==> config.mk <==
export PLATFORM = sky130hd
export DESIGN_NAME = fir_mac_sequencer
export DESIGN_NICKNAME = d
export VERILOG_FILES = /design/src/rtl/fir_mac_sequencer.sv
export SDC_FILE = /design/constraint.sdc
export NUM_CORES = 1
export LEC_CHECK = 0
export CAP_MARGIN = 20
export CORE_ASPECT_RATIO = 1.5
export CORE_UTILIZATION = 50
export CTS_CLUSTER_DIAMETER = 200
export DETAILED_ROUTE_END_ITERATION = 10
export HOLD_SLACK_MARGIN = 0.12
export PLACE_DENSITY = 0.81
export SLEW_MARGIN = 20
export SYNTH_ARGS = -nofsm -noshare
export SYNTH_HDL_FRONTEND = slang
export SYNTH_SLANG_ARGS = --single-unit
==> constraint.sdc <==
create_clock -name clock -period 6.35 [get_ports clock]
set_input_delay 0.9525 -clock clock [delete_from_list [all_inputs] [get_ports clock]]
set_output_delay 0.9525 -clock clock [all_outputs]
set_load 0.01 [all_outputs]
==> src/rtl/fir_mac_sequencer.sv <==
// Time-multiplexed FIR: one shared multiplier/accumulator walks every tap, one MAC per clock,
// over a circular sample history and a run-time-writable coefficient bank.
module fir_mac_sequencer #(
  parameter int taps        = 32,
  parameter int num_bits    = 8,
  parameter int input_size  = 8,
  parameter int output_size = 21
) (
  input  logic                     clock,
  input  logic                     reset,
  input  logic [input_size-1:0]    Data_In,
  input  logic                     in_valid,
  output logic                     in_ready,
  output logic [output_size-1:0]   Data_Out,
  output logic                     out_valid,
  input  logic                     out_ready,
  input  logic                     coef_we,
  input  logic [$clog2(taps)-1:0]  coef_addr,
  input  logic [num_bits-1:0]      coef_data,
  output logic                     busy,
  output logic                     coef_err
);
  localparam int AW = $clog2(taps);
  localparam int PW = num_bits + input_size;

  typedef enum logic [1:0] {IDLE, ACCUM, OUTPUT} state_t;
  state_t state, state_nxt;

  logic [input_size-1:0]  hist [taps];
  logic [num_bits-1:0]    coef [taps];
  logic [AW-1:0]          wp, idx, rd;
  logic [output_size-1:0] acc, acc_sum;
  logic [PW-1:0]          prod;
  logic                   accept, last;

  assign in_ready = reset && (state == IDLE);
  assign busy     = (state != IDLE);
  assign accept   = in_valid && in_ready;
  assign last     = (idx == AW'(taps - 1));

  // AW-bit subtraction wraps, giving (wp - idx) mod taps for free.
  assign rd      = wp - idx;
  assign prod    = {{input_size{1'b0}}, coef[idx]} * {{num_bits{1'b0}}, hist[rd]};
  assign acc_sum = acc + {{(output_size - PW){1'b0}}, prod};

  always_ff @(posedge clock or negedge reset) begin
    if (!reset) state <= IDLE;
    else        state <= state_nxt;
  end

  always_comb begin
    state_nxt = state;
    case (state)
      IDLE:    if (accept)    state_nxt = ACCUM;
      ACCUM:   if (last)      state_nxt = OUTPUT;
      OUTPUT:  if (out_ready) state_nxt = IDLE;
      default:                state_nxt = IDLE;
    endcase
  end

  always_ff @(posedge clock or negedge reset) begin
    if (!reset) begin
      for (int i = 0; i < taps; i++) begin
        hist[i] <= '0;
        coef[i] <= '0;
      end
      wp        <= '0;
      idx       <= '0;
      acc       <= '0;
      Data_Out  <= '0;
      out_valid <= 1'b0;
      coef_err  <= 1'b0;
    end else begin
      // Writes land only between samples so a running MAC sweep sees a stable bank.
      if (coef_we && state != IDLE) coef_err <= 1'b1;
      case (state)
        IDLE: begin
          if (coef_we) coef[coef_addr] <= coef_data;
          if (accept) begin
            hist[wp] <= Data_In;
            acc      <= '0;
            idx      <= '0;
          end
        end
        ACCUM: begin
          acc <= acc_sum;
          idx <= idx + AW'(1);
          if (last) begin
            Data_Out  <= acc_sum;
            out_valid <= 1'b1;
          end
        end
        OUTPUT: begin
          if (out_ready) begin
            out_valid <= 1'b0;
            wp        <= wp + AW'(1);
          end
        end
        default: ;
      endcase
    end
  end
endmodule
Word level (Yosys, flattened, before mapping)
Index checks and enable logic that the tools add are counted.
{ "classes": {"muxes": 23, "reduce_logical": 16, "add_sub_neg": 4, "multipliers": 1, "magnitude_cmp": 6, "bitwise_logic": 4, "eq_ne": 6} }
{ "ops": {"columns": ["operator", "n"], "rows": [
  ["$bwmux W256", 2],
  ["$bmux W8 S5", 2],
  ["$demux W8 S5", 2],
  ["$mux W8", 6],
  ["$pmux W21 S2", 1],
  ["$ge A6 B6 Y1 const B", 4],
  ["$not A5 Y6", 4],
  ["$add A21 B16 Y21", 1],
  ["$mux W21", 1],
  ["$mul A8 B8 Y16", 1],
  ["$lt A6 B1 Y1 const B", 2],
  ["$add A5 B1 Y5 const B", 2],
  ["$pmux W5 S2", 1],
  ["$reduce_and A2 Y1", 5],
  ["$mux W2", 3],
  ["$ne A2 B2 Y1 const B", 3],
  ["$pmux W2 S3", 1],
  ["$reduce_and A3 Y1", 2],
  ["$reduce_bool A2 Y1", 3],
  ["$eq A5 B5 Y1 const B", 1],
  ["$logic_and A1 B1 Y1", 5],
  ["$mux W5", 1],
  ["$sub A5 B5 Y5", 1],
  ["$eq A2 B1 Y1 const B", 1],
  ["4 further kinds", 5]
]} }
{ "totals": {"register_bits": 568, "input_bits": 26} }

Longest topological paths before layout
{ "depth": {"ltp_word": 8, "mapped_depth": 29, "mapped_depth_nobuf": 27} }

Least setup slack after synthesis
No wires, ideal clock.
{ "synth_path": {"kind": "register to register", "startpoint": "register wp[0]", "endpoint": "register acc[19]", "path_slack_ns": -0.430, "t_arrival_ns": 6.649, "setup_ns": 0.131, "stages_incl_launch_ff": 27, "t_required_ns": 6.219, "period_less_slack_ns": 6.780, "n_path_buf": 2, "cell_sequence": "dfrtp_1 inv_1 ha_1 fa_1 buf_4 clkbuf_1 mux4_2 nor2b_1 a2111oi_0 a211oi_2 and2_1 fa_1 inv_1 fa_1 inv_1 fa_1 inv_1 fa_1 inv_1 ha_1 o21a_1 o31a_1 o31ai_2 o211ai_1 a21oi_1 nor3_1 or3_1"} }
{ "synth_via": {"elab_chain_cells": 8} }
{ "synth_lines": {"columns": ["element", "line", "text"], "rows": [
  ["start, declared", "31", "logic [AW-1:0] wp, idx, rd;"],
  ["start signal, assigned", "96", "wp <= wp + AW'(1);"],
  ["$sub A5 B5 Y5", "42", "assign rd = wp - idx;"],
  ["$not A5 Y6 (not written as such)", "43", "assign prod = {{input_size{1'b0}}, coef[idx]} * {{num_bits{1'b0}}, hist[rd]};"],
  ["$bmux W8 S5", "43", null],
  ["$mux W8 (not written as such) (2 in series)", "43", null],
  ["$mul A8 B8 Y16", "43", null],
  ["$add A21 B16 Y21", "44", "assign acc_sum = acc + {{(output_size - PW){1'b0}}, prod};"],
  ["$pmux W21 S2", "76", "case (state)"],
  ["end signal, assigned", "86", "acc <= acc_sum;"],
  ["end, declared", "32", "logic [output_size-1:0] acc, acc_sum;"]
]} }
No other way between the ends. The select of a mux whose other input is x is not followed.
A chain may end at the register's enable or synchronous reset.

Worst setup path in the final report
{ "layout_path": {"startpoint": "register idx[0]", "endpoint": "register Data_Out[12]"} }
{ "layout_via": {"elab_chain_cells": 7, "word_cells_on_any_way": 13, "cone_classes": "2 x add/sub; 1 x mul; 1 x eq/ne; 6 x mux; 2 x bitwise; 1 x reduce/logical"} }
{ "layout_lines": {"columns": ["element", "line", "text"], "rows": [
  ["start, declared", "31", null],
  ["start signal, assigned", "87", "idx <= idx + AW'(1);"],
  ["$sub A5 B5 Y5", "42", null],
  ["$not A5 Y6 (not written as such)", "43", null],
  ["$bmux W8 S5", "43", null],
  ["$mux W8 (not written as such) (2 in series)", "43", null],
  ["$mul A8 B8 Y16", "43", null],
  ["$add A21 B16 Y21", "44", null],
  ["end signal, assigned", "89", "Data_Out <= acc_sum;"],
  ["end, declared", "14", "output logic [output_size-1:0] Data_Out,"]
]} }
Parallel ways exist; a longest one is shown, timed or not. The select of a mux whose other input is x is not followed.

==> qor.txt <==
Clock buffer depth - 3
Sw Share - 36.1%
TritonCTS Buffers - 55
Synth top area share - 49.9%
Slew Limit Fails - 0
Layout Nets - 2,258
Actual slew at the worst max-slew pin - 1.03 ns
Die area - 0.0580 mm^2
Clk sinks - 568
Relative slew slack - 31.2%
Pleak - 15.9 nW
Hpwl dp - 44,700 um
Post-synth top flop - dfrtp_1
Power per cell area - 474 mW/mm^2
I/O Pins - 51
Grt ovf - 0
Tcrit/Tclk final - 106%
Layout cells sized above 1 - 47.4%
Syn Std Cell Area - 0.0285 mm^2
Initial drt markers - 1,021
DRC Markers - 0
Max IR drop VDD - 0.378 mV
Sw power - 0.00573 W
Post-synth top area cell - dfrtp_1
Max-cap viol count - 0
Unrepaired setup endpoints after global routing - yes
Clock skew - 0.0400 ns
Failing checks - setup timing
P_int - 0.0101 W
CP Data Required Time - 6.83 ns
Worst EP arrival - 7.18 ns
Synth Area per Inst - 14.2 um^2
Largest cells by area after synthesis - dfrtp_1 (50%), mux2_2 (21%), mux4_2 (11%), fa_1 (3.6%), ha_1 (2.2%)
YS warnings - 0
Reg power frac - 28.2%
Post-Route Setup TNS - -3.52 ns
Post-route ant nets - 0
Initial antenna violation count - 0
Clk_lat worst skew - 0.63 ns
Die height - 294 um
Largest net degree at the start of global routing - 153
Final setup viols - 22
Power Total - 0.0159 W
Register area share after synthesis - 49.9%
Number of global-route vias before repair - 19,100
Worst Path Max Fanout - 8
H-tree Lvls - 2
Fmax - 0.149 GHz
Core area - 0.0561 mm^2
Fraction of registers with async set/reset - 100%
Worst Hold Class - in -> async
Synth Register Bits - 568
Antenna Cells - 0
Gate power share - 49.6%
Clock power frac - 22.2%
Global-route usage over all layers - 23.8%
Clk Tree Root Cell - clkbuf_16
Fillers - 4,123
Hold Vio Cnt, Final - 0
Vias per inst - 5.92
Non-Filler Instances - 2,929
Routed wire length - 67,400 um
Mean routed wirelength per cell - 23.0 um
Final worst slack - -0.357 ns
Fin util - 59.6%
Status - finished with violations
Mapped Cells - 2,003
Area grow syn2layout - 17.3%
Period minus WS final - 6.71 ns
EDFF count, synth - 0
Synth cell types - 52
# rows - 106
CTS tree - built
Port bufs - 50
Critical Path End Type - flip-flop
Chip width - 197 um
Number of detailed-route iterations in the first pass - 5
Place WS - -0.437 ns
Vias - 17,400
Hold Buf Count CTS - 0
Setup CP Type - reg -> reg
GP Congestion - 0.906
First-pass GRT wire length - 107,000 um
Synth Net Count - 2,131
Clock transition at path regs - 0.06 ns
Initial Utilization - 50.8%
Critical path startpoint category - flip-flop
Dpl cells - 2,810
## sequential cells by signal, summed over array words and instances, names as in the netlist
register   flops
coef         256
hist         256
Data_Out      21
acc           21
idx            5
wp             5
state          2
coef_err       1
out_valid      1
## logic make-up (layout without fill, tap and decap cells)
kind of cell             Yosys count  in the layout  share of synthesized area, %
AO/OA/AOI/OAI                    106            106                          2.48
XOR/XNOR                          23             23                         0.707
adder cells (fa/ha/maj)          102            102                          5.82
buffers and inverters            219            389                          3.18
flip-flops                       568            568                          49.9
multiplexers                     687            687                          32.8
AND/OR/NAND/NOR                  298            298                          5.17
## final timing paths
path,from,to,slack (ns),depth (start not counted)
worst max-delay path,idx[0]$_DFFE_PN0P_,Data_Out[12]$_DFFE_PN0P_,-0.36,25
worst min-delay path,reset,coef[65]$_DFFE_PN0P_,0.28,1
worst max register to register,idx[0]$_DFFE_PN0P_,Data_Out[12]$_DFFE_PN0P_,-0.36,25
worst min register to register,coef_err$_DFFE_PN0P_,coef_err$_DFFE_PN0P_,0.46,1
max in group asynchronous,reset,hist[39]$_DFFE_PN0P_,4.01,3
min in group clock,coef_err$_DFFE_PN0P_,coef_err$_DFFE_PN0P_,0.46,1
## cell type report
cell class / count / area, um^2 / area share, %
clock buffer: 81 / 1610 / 4.80
timing repair buffer: 187 / 1790 / 5.36
multi-input combinational: 1216 / 14100 / 42.3
sequential: 568 / 14200 / 42.5
inverter: 102 / 383 / 1.15
clock inverter: 19 / 357 / 1.07
tap: 756 / 946 / 2.83
## cells in the mapped netlist, types with 9 or more instances
| master | count |
|---|---|
| nand3_1 | 17 |
| mux2i_1 | 9 |
| mux2_2 | 534 |
| nand2_1 | 139 |
| nor2b_1 | 10 |
| clkbuf_1 | 84 |
| xnor2_1 | 13 |
| a21oi_1 | 11 |
| buf_2 | 16 |
| o21ai_0 | 44 |
| xor2_1 | 10 |
| ha_1 | 51 |
| and2_1 | 47 |
| o22ai_1 | 12 |
| nor2_1 | 27 |
| dfrtp_1 | 568 |
| fa_1 | 51 |
| inv_1 | 102 |
| mux4_2 | 144 |
## metal layers
| metal | GRT usage (%) | vias to the layer above | wire length, um |
|---|---|---|---|
| met5 | 0 | - | 0 |
| met4 | 10.3 | 0 | 2970 |
| met3 | 3.26 | 175 | 3030 |
| met2 | 42.9 | 528 | 36200 |
| met1 | 28.3 | 9209 | 25200 |
| li1 | - | 7441 | - |
## cell usage in the layout (no fill, tap or decap), types with 7 or more instances in the layout
cell             count
nand2_1            135
clkbuf_16           57
nor2b_1              7
ha_1                44
and2_1              39
mux4_2             144
xor2_1               8
nor2_2               9
buf_4              107
inv_2                7
bufinv_16            8
dfrtp_1            566
mux2_4               9
clkdlybuf4s50_1     41
buf_12              16
clkbuf_1            14
ha_4                 7
inv_1               95
buf_6               11
fa_1                44
buf_2                8
nor2_1              24
fa_2                 7
o21ai_1             18
nand2_2             12
o21ai_0             19
and2_4               7
clkbuf_8            11
mux2_2             525
nand3_1             17
## timing repair
item | 4_1_cts | 5_1_grt
pin swaps | 48 | 44
setup buffers | 17 | 6
resized for setup | 108 | 56
gates cloned | 2 | 1
hold endpoints to repair | 0 | 0
setup endpoints to repair | 26 | 26
## power groups by stage
stage                     combinational (W)  sequential (W)  clock (W)
after floorplan                     0.00400         0.00442          0
after global placement              0.00622         0.00447          0
after detailed placement            0.00640         0.00452          0
after CTS                           0.00733         0.00446    0.00358
after global routing                0.00840         0.00452    0.00372
final                               0.00787         0.00446    0.00352
## stage by stage
| stage | instance area (um^2) | hold WS, ns |
|---|---|---|
| after global routing | 33400 | 0.309 |
| final | 33400 | 0.278 |
| after CTS | 33200 | 0.287 |
| after detailed placement | 30500 | 0.456 |
| after floorplan | 28600 | 0.456 |
| after global placement | 30600 | 0.445 |
## worst max-delay path, stage by stage, from the launching register on
cell      delay [ns]
dfrtp_4         0.49
ha_4            0.18
fa_2            0.62
buf_6           0.16
buf_12          0.17
buf_4           0.13
mux4_2          0.32
mux2_4          0.32
o22ai_4         0.22
a211oi_4        0.10
and2_4          0.17
fa_2            0.54
fa_1            0.43
fa_1            0.51
inv_1           0.06
fa_1            0.51
inv_2           0.06
ha_4            0.23
buf_4           0.14
buf_4           0.13
nand3_1         0.11
nand2_2         0.14
o31a_1          0.28
nor2_1          0.13
xor2_1          0.27
o21ai_1         0.13
No activity file was read; power rests on OpenSTA's default activity.
